$ cat src/rtl/breathe_pwm_array.sv
// Multi-channel PWM LED engine: OFF / STEADY / BREATHE / BLINK with per-channel phase offset.
// Optional macro BREATHE_GAMMA_EN squares the breathing ramp for a perceptual gamma of ~2.
package breathe_pwm_pkg;
    typedef enum logic [1:0] {
        MODE_OFF     = 2'd0,
        MODE_STEADY  = 2'd1,
        MODE_BREATHE = 2'd2,
        MODE_BLINK   = 2'd3
    } mode_e;
endpackage

module breathe_pwm_lane
    import breathe_pwm_pkg::*;
#(
    parameter int PWM_W      = 8,
    parameter int IDX        = 0,
    parameter int PHASE_STEP = 32
) (
    input  logic             clk,
    input  logic             rst_n,
    input  logic             en,
    input  logic             mask,
    input  mode_e            mode,
    input  logic [PWM_W-1:0] level_s,
    input  logic [PWM_W-1:0] cnt,
    input  logic [PWM_W:0]   phase,
    output logic             o
);
    localparam int PH_W = PWM_W + 1;
    localparam logic [PWM_W:0] OFFS = PH_W'(IDX * PHASE_STEP);

    logic [PWM_W:0]   ph;
    logic [PWM_W-1:0] tri_v;
    logic [PWM_W-1:0] lvl;
    logic             o_d, o_q;
`ifdef BREATHE_GAMMA_EN
    logic [2*PWM_W-1:0] prod;
`endif

    always_comb begin
        ph    = phase + OFFS;
        // Upper half of the phase runs the ramp back down.
        tri_v = ph[PWM_W] ? ~ph[PWM_W-1:0] : ph[PWM_W-1:0];
`ifdef BREATHE_GAMMA_EN
        prod  = {{PWM_W{1'b0}}, tri_v} * {{PWM_W{1'b0}}, tri_v};
`endif
        lvl   = '0;
        case (mode)
            MODE_OFF:     lvl = '0;
            MODE_STEADY:  lvl = level_s;
`ifdef BREATHE_GAMMA_EN
            MODE_BREATHE: lvl = PWM_W'(prod >> PWM_W);
`else
            MODE_BREATHE: lvl = tri_v;
`endif
            MODE_BLINK:   lvl = ph[PWM_W] ? '1 : '0;
            default:      lvl = '0;
        endcase
        o_d = en & mask & (lvl > cnt);
    end

    always_ff @(posedge clk or negedge rst_n) begin
        if (!rst_n) o_q <= 1'b0;
        else        o_q <= o_d;
    end

    assign o = o_q;
endmodule

module breathe_pwm_array
    import breathe_pwm_pkg::*;
#(
    parameter int CH         = 8,
    parameter int PWM_W      = 8,
    parameter int DIV        = 500000,
    parameter int PHASE_STEP = 32
) (
    input  logic             clk,
    input  logic             rst_n,
    input  logic             en,
    input  logic             cfg_valid,
    output logic             cfg_ready,
    input  logic [1:0]       cfg_mode,
    input  logic [CH-1:0]    cfg_mask,
    input  logic [PWM_W-1:0] cfg_level,
    output logic             tick,
    output logic [CH-1:0]    o
);
    localparam int PS_W = (DIV > 1) ? $clog2(DIV) : 1;

    logic [PS_W-1:0]  presc_d, presc_q;
    logic [PWM_W-1:0] cnt_d, cnt_q;
    logic [PWM_W:0]   phase_d, phase_q;
    mode_e            mode_d, mode_q;
    logic [CH-1:0]    mask_d, mask_q;
    logic [PWM_W-1:0] level_d, level_q;
    logic             xfer;

    always_comb begin
        tick      = (presc_q == PS_W'(DIV - 1));
        cfg_ready = &cnt_q;
        xfer      = cfg_valid & cfg_ready;
        presc_d   = tick ? '0 : presc_q + PS_W'(1);
        cnt_d     = cnt_q + PWM_W'(1);
        // Phase freezes while disabled so breathing resumes where it left off.
        phase_d   = (tick && en) ? phase_q + (PWM_W+1)'(1) : phase_q;
        mode_d    = xfer ? mode_e'(cfg_mode) : mode_q;
        mask_d    = xfer ? cfg_mask : mask_q;
        level_d   = xfer ? cfg_level : level_q;
    end

    always_ff @(posedge clk or negedge rst_n) begin
        if (!rst_n) begin
            presc_q <= '0;
            cnt_q   <= '0;
            phase_q <= '0;
            mode_q  <= MODE_OFF;
            mask_q  <= '0;
            level_q <= '0;
        end else begin
            presc_q <= presc_d;
            cnt_q   <= cnt_d;
            phase_q <= phase_d;
            mode_q  <= mode_d;
            mask_q  <= mask_d;
            level_q <= level_d;
        end
    end

    for (genvar i = 0; i < CH; i++) begin : g_lane
        breathe_pwm_lane #(
            .PWM_W      (PWM_W),
            .IDX        (i),
            .PHASE_STEP (PHASE_STEP)
        ) u_lane (
            .clk     (clk),
            .rst_n   (rst_n),
            .en      (en),
            .mask    (mask_q[i]),
            .mode    (mode_q),
            .level_s (level_q),
            .cnt     (cnt_q),
            .phase   (phase_q),
            .o       (o[i])
        );
    end
endmodule
$ cat config.mk
export PLATFORM = sky130hd
export DESIGN_NAME = breathe_pwm_array
export DESIGN_NICKNAME = d
export VERILOG_FILES = /design/src/rtl/breathe_pwm_array.sv
export SDC_FILE = /design/constraint.sdc
export NUM_CORES = 1
export LEC_CHECK = 0
export ABC_AREA = 1
export CELL_PAD_IN_SITES_DETAIL_PLACEMENT = 2
export CELL_PAD_IN_SITES_GLOBAL_PLACEMENT = 2
export CORE_ASPECT_RATIO = 0.75
export CORE_UTILIZATION = 31
export CTS_CLUSTER_DIAMETER = 100
export DETAILED_ROUTE_END_ITERATION = 7
export PLACE_DENSITY = 0.85
export SLEW_MARGIN = 30
export SYNTH_ARGS = -nofsm -noshare
export SYNTH_HDL_FRONTEND = slang
export SYNTH_HIERARCHICAL = 1
export SYNTH_SLANG_ARGS = --single-unit
$ cat constraint.sdc
create_clock -name clk -period 2.2 [get_ports clk]
set_input_delay 0.44 -clock clk [delete_from_list [all_inputs] [get_ports clk]]
set_output_delay 0.44 -clock clk [all_outputs]
set_load 0.01 [all_outputs]
# Word level (Yosys, flattened, before mapping)
# Index checks and enable logic that the tools add are counted.
# totals
in_bits,22
output_inout_bits,10
ff_bits,62
elab_cells,89
# op_classes
bitwise,25
magnitude_cmp,8
add_sub_neg,10
muxes,25
n_reduce_logical,3
n_eq_ne,4
# op_table
cell,count
$pmux 8 s4,8
$mux 8,16
$gt 8x8->1,8
$not 8->8,8
$add 9x8->9 const B,4
$add 19x1->19 const B,1
$eq 19x19->1 const B,1
$mux 19,1
$add 9x7->9 const B,2
$and 1x1->1,17
$add 9x1->9 const B,1
$add 9x6->9 const B,1
$add 8x1->8 const B,1
$reduce_and 8->1,1
$eq 2x2->1 const B,2
$eq 2x1->1 const B,1
$logic_not 2->1,1
$logic_and 1x1->1,1

# Depth between registers and ports, before layout
# Gate-level depths: netlist of the first run.
# logic_depth
depth_word,6
ltp_mapped,17
ltp_nobuf,17

# Modules after synthesis
# Netlist of the first run, hierarchy kept.
# by_module_without_submodules
module,n_inst,area_per_inst_um2,seq_area_each_um2,cells_per_inst
breathe_pwm_array,1,2761.4,1351.3,356
breathe_pwm_lane (g_lane[7].u_lane),1,615.6,25.0,119
breathe_pwm_lane (g_lane[5].u_lane),1,614.3,25.0,106
breathe_pwm_lane (g_lane[1].u_lane),1,583.1,25.0,113
breathe_pwm_lane (g_lane[3].u_lane),1,568.0,25.0,103
breathe_pwm_lane (g_lane[6].u_lane),1,555.5,25.0,102
breathe_pwm_lane (g_lane[4].u_lane),1,543.0,25.0,98
breathe_pwm_lane (g_lane[2].u_lane),1,536.8,25.0,101
breathe_pwm_lane (g_lane[0].u_lane),1,447.9,25.0,67

# Worst setup path before layout of the first run
# OpenSTA, ideal clock, no wires.
# synth_timing
path_kind,register to register
startpoint,register phase_q[7]
endpoint,register g_lane[6].u_lane.o_q
n_path_buf,0
stages_incl_launch_ff,15
setup_slack_ns,-0.081
setup_ns,0.121
t_required_ns,2.079
arrival_time_ns,2.160
synth_period_minus_slack_ns,2.281
cell_sequence,dfrtp_1 inv_1 ha_1 inv_1 nand2_1 nand2_2 nand2_1 nand3_1 nand3_1 ha_1 nand2_1 nor2_1 nand2_1 nand3_1 a21oi_1
# synth_between
elab_chain_cells,6
elab_cells_between_ends,7
classes_between,1 x add/sub; 1 x order compare; 3 x mux; 2 x bitwise
# synth_rtl
element,line,text
"start, declared",93,"logic [PWM_W:0] phase_d, phase_q;"
"start signal, assigned",123,phase_q <= phase_d;
$add 9x8->9 *,41,ph = phase + OFFS;
$not 8->8,43,tri_v = ph[PWM_W] ? ~ph[PWM_W-1:0] : ph[PWM_W-1:0];
$mux 8,43,
$pmux 8 s4 *,48,case (mode)
$gt 8x8->1 *,59,o_d = en & mask & (lvl > cnt);
$and 1x1->1 *,59,
net g_lane[6].u_lane.o_d,35,"logic o_d, o_q;"
"end signal, assigned",63,if (!rst_n) o_q <= 1'b0;
"end signal, assigned",64,else o_q <= o_d;
"end, declared",35,
# The timed path passes the listed nets; every way through them passes the cells marked *.
# A chain may end at the register's enable or synchronous reset.

# Final worst setup path of the first run
# layout_timing
startpoint,register phase_q[1]
endpoint,register phase_q[6]
# layout_between
elab_chain_cells,1
# layout_rtl
element,line,text
$add 9x1->9,106,phase_d = (tick && en) ? phase_q + (PWM_W+1)'(1) : phase_q;
# Every way passes these cells.

==> results of run 1 <==
## sequential cells by signal, summed over array words and instances, names as in the netlist
| name | count |
|---|---|
| g_lane.u_lane/o | 8 |
| level_q | 8 |
| phase_q | 9 |
| presc_q | 19 |
| mode_q | 2 |
| cnt_q | 8 |
| mask_q | 8 |
## how the worst max path moves through the flow
stage / from / end / slack (ns) / cells past startpoint
global placement: phase_q[5]$_DFFE_PN0P_ / g_lane[1].u_lane/o$_DFF_PN0_ / 0.07 / 12
detailed placement: phase_q[5]$_DFFE_PN0P_ / g_lane[1].u_lane/o$_DFF_PN0_ / -0.14 / 13
CTS: phase_q[5]$_DFFE_PN0P_ / g_lane[7].u_lane/o$_DFF_PN0_ / -0.07 / 15
finish: phase_q[1]$_DFFE_PN0P_ / phase_q[6]$_DFFE_PN0P_ / -0.39 / 9
global route: phase_q[7]$_DFFE_PN0P_ / g_lane[6].u_lane/o$_DFF_PN0_ / -0.42 / 15
floorplan: phase_q[8]$_DFFE_PN0P_ / g_lane[1].u_lane/o$_DFF_PN0_ / 0.07 / 11
## metal layers
layer	wire length, um	vias to the layer above
met5	18	-
met4	4520	4
met3	4230	341
met2	22700	631
met1	19100	4750
li1	-	3894
## layout by cell type (no fill, tap or decap), types with 22 or more instances in the layout
| master | instances |
|---|---|
| a21oi_1 | 23 |
| buf_4 | 90 |
| clkdlybuf4s50_1 | 28 |
| dfrtp_1 | 56 |
| ha_1 | 51 |
| inv_1 | 211 |
| inv_2 | 30 |
| nand2_1 | 351 |
| nand2_2 | 43 |
| nand3_1 | 104 |
| nand3_2 | 32 |
| nor2_1 | 61 |
| o21ai_1 | 22 |
## worst register-to-register path, delay by kind of cell (launching register included)
family,cells,cell delay [ns]
simple gates,7,1.49
flops,1,0.37
buf+inv,1,0.28
fa+ha+maj,1,0.24
## kinds of logic after synthesis
| family | count (synthesis) |
|---|---|
| compound gates | 77 |
| xor+xnor | 28 |
| fa+ha+maj | 73 |
| buf+inv | 253 |
| flops | 62 |
| simple gates | 672 |
## cell type report
class	instances	area share, %
flip-flops and latches	62	15.9
repair buffers	139	12.6
multi-input cells	852	55.3
clock buffers	9	2.29
well taps	294	3.73
inverters	246	9.48
clock inverters	7	0.749
## synthesized netlist by cell type (all sizes together)
library cell | n | area share [%]
and2 | 1 | 0.087
clkbuf | 3 | 0.16
xnor2 | 11 | 1.3
o21bai | 5 | 0.52
xor2 | 17 | 2.1
a21o | 4 | 0.42
inv | 245 | 13
and3 | 1 | 0.087
nand3 | 148 | 12
clkinv | 1 | 0.052
nand3b | 2 | 0.26
nor3b | 1 | 0.10
o21a | 5 | 0.52
a21oi | 32 | 2.3
nor2 | 90 | 6.1
nor3 | 3 | 0.21
nand2 | 414 | 23
nand4 | 12 | 1.0
dfrtp | 62 | 21
o211ai | 7 | 0.73
o21ai | 24 | 1.7
ha | 73 | 13
buf | 4 | 0.45
## repair_timing
item | 4_1_cts | 5_1_grt
gates cloned | 1 | 2
pin swaps | 24 | 53
setup endpoints to repair | 10 | 10
hold buffers | 0 | 0
setup buffers | 22 | 36
resized for setup | 76 | 109
## power by group
part / total (W) / internal [W] / switching [W]
Combinational: 0.0000888 / 0.0000386 / 0.0000501
Sequential: 0.00114 / 0.00114 / 0
Clock: 0.00162 / 0.000879 / 0.000737
## per-stage QoR
stage | area (um2) | setup TNS (ns)
after floorplan | 7230 | 0
after global placement | 8310 | 0
after detailed placement | 8310 | -0.382
after CTS | 9170 | -0.305
after global routing | 9860 | -2.72
final | 9860 | -2.38
==> summary.md, run 1 <==
| Metric | Value |
|---|---|
| Yosys warnings | 6 |
| RD Place Congestion | 0.820 |
| Chip Width | between 150 and 200 um |
| Largest delay share family, worst path | simple AND/OR/NAND/NOR gates |
| Clock Tree Buf Depth | 2 |
| Worst reg2reg path startpoint | phase_q[1]$_DFFE_PN0P_ |
| Clock Latency Late Sink | 0.40 ns |
| Post-layout min period | approximately 2.6 ns |
| WHS | around 0.09 ns |
| Final Power | between 0.002 and 0.003 W |
| CTS root buf | clkbuf_16 |
| Hold/Removal Path Class | primary input to asynchronous set/reset pin |
| Post-synthesis compound-gate area fraction | roughly 6.2% |
| Worst Setup End Kind | flop |
| Dpl cells | roughly 1500 |
| Syn-to-layout area delta | 36.4% |
| Proportion of layout cells with a drive suffix above 1 | about a quarter |
| TritonCTS clock tree | done |
| Max cap viols | 0 |
| Final Non-Filler Cells | between 1500 and 2000 |
| # setup viols final | 10 |
| Tcrit/Tclk final | 118% |
| RSZ-0062 raised after global routing | yes |
| Pre-CTS setup slack | -0.143 ns |
| HPWL Detailed | roughly 23000 um |
| Critical-path cell list | buf_4 > ha_1 > nand2_1 > nor2_1 > nand2_1 > nor2_1 > nand3_1 > nand2_1 > nand2_1 |
| Max rail drop VDD | ~0.00052 V |
| Clk_skew | ~0.022 ns |
| XOR/XNOR Fraction of Synth Area | under 10% |
| Largest family of logic cells by synthesized area | simple AND/OR/NAND/NOR gates |
| First-pass GRT wire length | approximately 63000 um |
| Synth Area in Simple Gates | 42.9% |
| DRC viols | 0 |
| Reg2reg setup slack | -0.39 ns |
| CP arrival | 2.75 ns |
| Adder-cell share of the synthesized area | between 10% and 20% |
| Multi-input gate area | around 5400 um2 |
| CTS buffer count | 9 |
| Die span in y | between 100 and 150 um |
| Initial antenna violation count | 2 |
| Reg2reg end | phase_q[6]$_DFFE_PN0P_ |
| CP most frequent cell | nand2_1 |
| Met2 global-route usage | between 50% and 60% |
| Max Fclk | ~390 MHz |
| Worst slew pin tran | around 0.77 ns |
| Drt first pass iters | 5 |
| Met3 global-route usage | ~7% |
| CTS clk-pin slew, worst paths | 0.07 ns |
| Ant diodes | 0 |
| Grt total ovfl | 0 |
| Core Util, Final | between 40% and 50% |
| FF/Latch Area | 1570 um2 |
| Status | finished with violations |
| FILL cells | around 2700 |
| Pwr dens | 289 nW/um2 |
| Leakage | between 4 and 5 nW |
| Met1 Use GR | 43.8% |
| I/O pin total | 32 |
| CTS sink cnt | 62 |
| Worst endpoint required time | roughly 2.4 ns |
| Initial Util | 32.2% |
| Crit-path slowest cell | dfrtp_1 |
| Post-synthesis sequential area ratio | between 20% and 30% |
| Worst setup path class | flop to flop |
| Max-slew violations | 0 |
| Final #Nets | ~1400 |
| Routed via count | just under 10000 |
| Grt peak-use layer | met2 |
| Overall routing resource usage | between 30% and 40% |
| FF-to-FF path depth | 9 |
| Core Region | 22500 um2 |
| CP Buf/Inv Count | 1 |
| Yosys cell types | 37 |
| Final ANT Viol Nets | 0 |
| Syn nets | around 1300 |
| Vias in the first global route | between 10000 and 15000 |
| H-tree Lvls | 3 |
| Failing checks | setup timing |
| Synthesized area per cell | 6.20 um2 |
| Proportion of synthesized area in mux cells | 0% |
| Via density | ~6.0 |
| CP peak stage delay | roughly 0.37 ns |
| Final setup margin | -0.393 ns |
| Site Rows | 47 |
| Largest net degree at the start of global routing | 63 |
| WL final | around 50000 um |
| Post-Synthesis Cells | around 1200 |
| Syn Std Cell Area | roughly 7200 um2 |
| Die area | ~24000 um2 |
| Buffers added on ports | 31 |
| Critical path fanouts, max | 12 |
| Slew headroom | around half |
| Drt wl/cell | between 30 and 40 um |
| 1st-iter DRT viols | 984 |
| Post-synthesis register bit count | between 60 and 70 |
| Worst Setup Start Kind | flop |
| Final-report hold violation count | 0 |
(Power assumes the default switching activity.)
==> run 2: changes to the inputs <==
--- a/config.mk
+++ b/config.mk
@@ -12,6 +12,8 @@
 export CORE_UTILIZATION = 31
 export CTS_CLUSTER_DIAMETER = 100
 export DETAILED_ROUTE_END_ITERATION = 7
+export GPL_TIMING_DRIVEN = 1
+export HOLD_SLACK_MARGIN = 0.1
 export PLACE_DENSITY = 0.85
 export SLEW_MARGIN = 30
 export SYNTH_ARGS = -nofsm -noshare
==> run 2 against run 1 <==
  * The flow still finishes with violations (setup timing)
  * Flip-flop and latch count stayed put
  * Routed wire length is 1.4% higher
  * Sequential share of layout area hardly changed
  * Register-to-register slack better by 0.03 ns
  * Total power is 0.91% higher
  * Clock power hardly changed
  * Cell count is 0.19% lower
  * Combinational power is 3.9% higher
  * Critical path type unchanged
==> summary.md, run 2 (synthesized netlist as in run 1, its figures left out) <==
| Metric | Value |
|---|---|
| Crit-path slowest cell | dfrtp_2 |
| WHS | 0.493 ns (+0.405 ns) |
| Max-slew violations | 0 (unchanged) |
| Largest delay share family, worst path | simple AND/OR/NAND/NOR gates |
| Clock Latency Late Sink | 0.40 ns (about the same) |
| 1st-iter DRT viols | 838 (-15%) |
| Worst endpoint required time | 2.47 ns (+0.11 ns) |
| CTS clk-pin slew, worst paths | 0.08 ns (about the same) |
| Syn-to-layout area delta | 36.7% |
| Final ANT Viol Nets | 0 (unchanged) |
| Status | finished with violations |
| Switching power | 0.000811 W (+3.0%) |
| TritonCTS clock tree | done |
| Final #Nets | 1402 (-0.21%) |
| Max Fclk | 391 MHz (+1.3%) |
| Failing checks | setup timing |
| Pre-CTS setup slack | -0.143 ns (unchanged) |
| Initial Util | 32.2% (unchanged) |
| Final-report hold violation count | 0 (unchanged) |
| Overall routing resource usage | 36.2% (about the same) |
| Post-layout min period | 2.56 ns (-0.0339 ns) |
| Worst Setup End Kind | flop |
| Die area | 23900 um2 (unchanged) |
| Largest net degree at the start of global routing | 63 (unchanged) |
| Via density | 5.97 (-0.16%) |
| Buffers added on ports | 31 (unchanged) |
| Hold/Removal Path Class | flop to flop |
| Core Util, Final | 44.0% (+0.10 points) |
| Register bank with the most flops | presc_q |
| # setup viols final | 9 (-1) |
| Clock Tree Buf Depth | 2 (unchanged) |
| Initial antenna violation count | 0 (-2) |
| Critical path fanouts, max | 8 (-4) |
| Slew headroom | 44.0% (-4.8 points) |
| Core Region | 22500 um2 (unchanged) |
| Pwr dens | 291 nW/um2 (+0.68%) |
| DRC viols | 0 (unchanged) |
| H-tree Lvls | 3 (unchanged) |
| Routed via count | 9587 (-0.34%) |
| FILL cells | 2685 (+0.56%) |
| Number of flip-flops in the largest register | 19 (unchanged) |
| CTS root buf | clkbuf_16 |
| CP peak stage delay | 0.50 ns (+0.13 ns) |
| Ant diodes | 0 (unchanged) |
| Commonest non-fill, non-tap cell in the layout | nand2_1 |
| CP most frequent cell | nand2_1 |
| Critical-path cell list | buf_8 > inv_4 > nand3_4 > nand2_8 > nand2_1 > nand3_1 > nand3_1 > ha_1 > nand2_1 > nor2_4 > nand4_1 > nand2_1 > a21oi_2 |
| CP Buf/Inv Count | 2 (+1) |
| Worst setup path class | flop to flop |
| Drt first pass iters | 5 (unchanged) |
| Commonest cells after routing, fill and taps aside | nand2_1 (351), inv_1 (211), nand3_1 (106) |
| Chip Width | 178 um (unchanged) |
| RD Place Congestion | 0.820 (unchanged) |
| Int Pwr | 0.00206 W (+0.11%) |
| Worst slew pin tran | 0.839 ns (+0.0723 ns) |
| Max rail drop VDD | 0.000611 V (+17%) |
| Switching Share | 28.2% (+0.57 points) |
| I/O pin total | 32 (unchanged) |
| HPWL Detailed | 23400 um (unchanged) |
| Die span in y | 134 um (unchanged) |
| Site Rows | 47 (unchanged) |
| Clock power frac | 57.1% (+0.3 points) |
| RSZ-0062 raised after global routing | yes |
| Worst Setup Start Kind | flop |
| Largest regs | presc_q x19, phase_q x9 |
| Drt wl/cell | 31.9 um (+1.6%) |
| WL final | 51300 um (+1.4%) |
| CTS sink cnt | 62 (unchanged) |
| Comb pwr share | 3.2% (about the same) |
| First-pass GRT wire length | 63300 um (unchanged) |
| Proportion of layout cells with a drive suffix above 1 | 26.1% (about the same) |
| Vias in the first global route | 10100 (+0.090%) |
| Reg power frac | 39.7% (-0.4 points) |
| Tcrit/Tclk final | 116% (-1.5 points) |
| Grt total ovfl | 0 (unchanged) |
| CP arrival | 2.82 ns (+0.07 ns) |
| CTS buffer count | 9 (unchanged) |
| Final setup margin | -0.359 ns (+0.0339 ns) |
| Clk_skew | 0.0220 ns (+0.000158 ns) |
| Leakage | 4.97 nW (-0.24%) |
| Max cap viols | 0 (unchanged) |
==> run 2: cell types whose count changed in the layout (fill, tap and decap cells not counted), sizes merged <==
cell,before,now
buf,109,105
clkinv,2,3
dlygate4sd3,0,1
inv,245,244
==> run 2: timing repair <==
action,CTS,global route
pin swaps,24,61
cloned,1,2
hold endpoints to repair,1,0
setup buffers,22,33
resized for setup,76,116
endpoints found under the setup margin,10,10
hold buffers,1,0
==> run 2: power groups by stage <==
stage                     clock (W)  combinational, W  sequential, W
after global routing        0.00167         0.0000971        0.00114
after floorplan                   0        0.00000594        0.00116
after CTS                   0.00159         0.0000894        0.00114
final                       0.00164         0.0000923        0.00114
after global placement            0         0.0000835        0.00116
after detailed placement          0         0.0000852        0.00116
==> run 2: stage by stage <==
step | instances | instance area [um2] | total power (W) | setup TNS (ns)
after floorplan | 1165 | 7230 | 0.00117 | 0
after global placement | 1535 | 8310 | 0.00124 | 0
after detailed placement | 1535 | 8310 | 0.00125 | -0.382
after CTS | 1575 | 9180 | 0.00282 | -0.305
after global routing | 1606 | 9880 | 0.00290 | -2.52
final | 1606 | 9880 | 0.00287 | -2.11
==> run 2: worst paths after layout <==
kind,start,endpoint,slack [ns],cells past startpoint
setup / recovery,phase_q[7]$_DFFE_PN0P_,g_lane[5].u_lane/o$_DFF_PN0_,-0.36,13
hold reg to reg,presc_q[0]$_DFF_PN0_,presc_q[0]$_DFF_PN0_,0.49,1
min in group asynchronous,rst_n,presc_q[8]$_DFF_PN0_,0.65,3
hold / removal,presc_q[0]$_DFF_PN0_,presc_q[0]$_DFF_PN0_,0.49,1
max in group asynchronous,rst_n,phase_q[5]$_DFFE_PN0P_,1.20,3
setup reg to reg,phase_q[7]$_DFFE_PN0P_,g_lane[5].u_lane/o$_DFF_PN0_,-0.36,13
==> run 2: cell type report <==
type | instances | area [um2] | share of cell area, %
Clock buffer | 9 | 225 | 2.28
Clock inverter | 7 | 73.8 | 0.747
Inverter | 246 | 940 | 9.51
Multi-Input combinational cell | 852 | 5470 | 55.4
Sequential cell | 62 | 1570 | 15.9
Tap cell | 294 | 368 | 3.72
Timing Repair Buffer | 136 | 1230 | 12.5
==> run 2: per-layer routing <==
| layer | global-route usage (%) | wire length (um) | vias up |
|---|---|---|---|
| met5 | 0 | 0 | - |
| met4 | 20.3 | 4590 | 0 |
| met3 | 6.97 | 3800 | 319 |
| met2 | 59.8 | 23300 | 548 |
| met1 | 43.9 | 19600 | 4830 |
| li1 | - | - | 3890 |
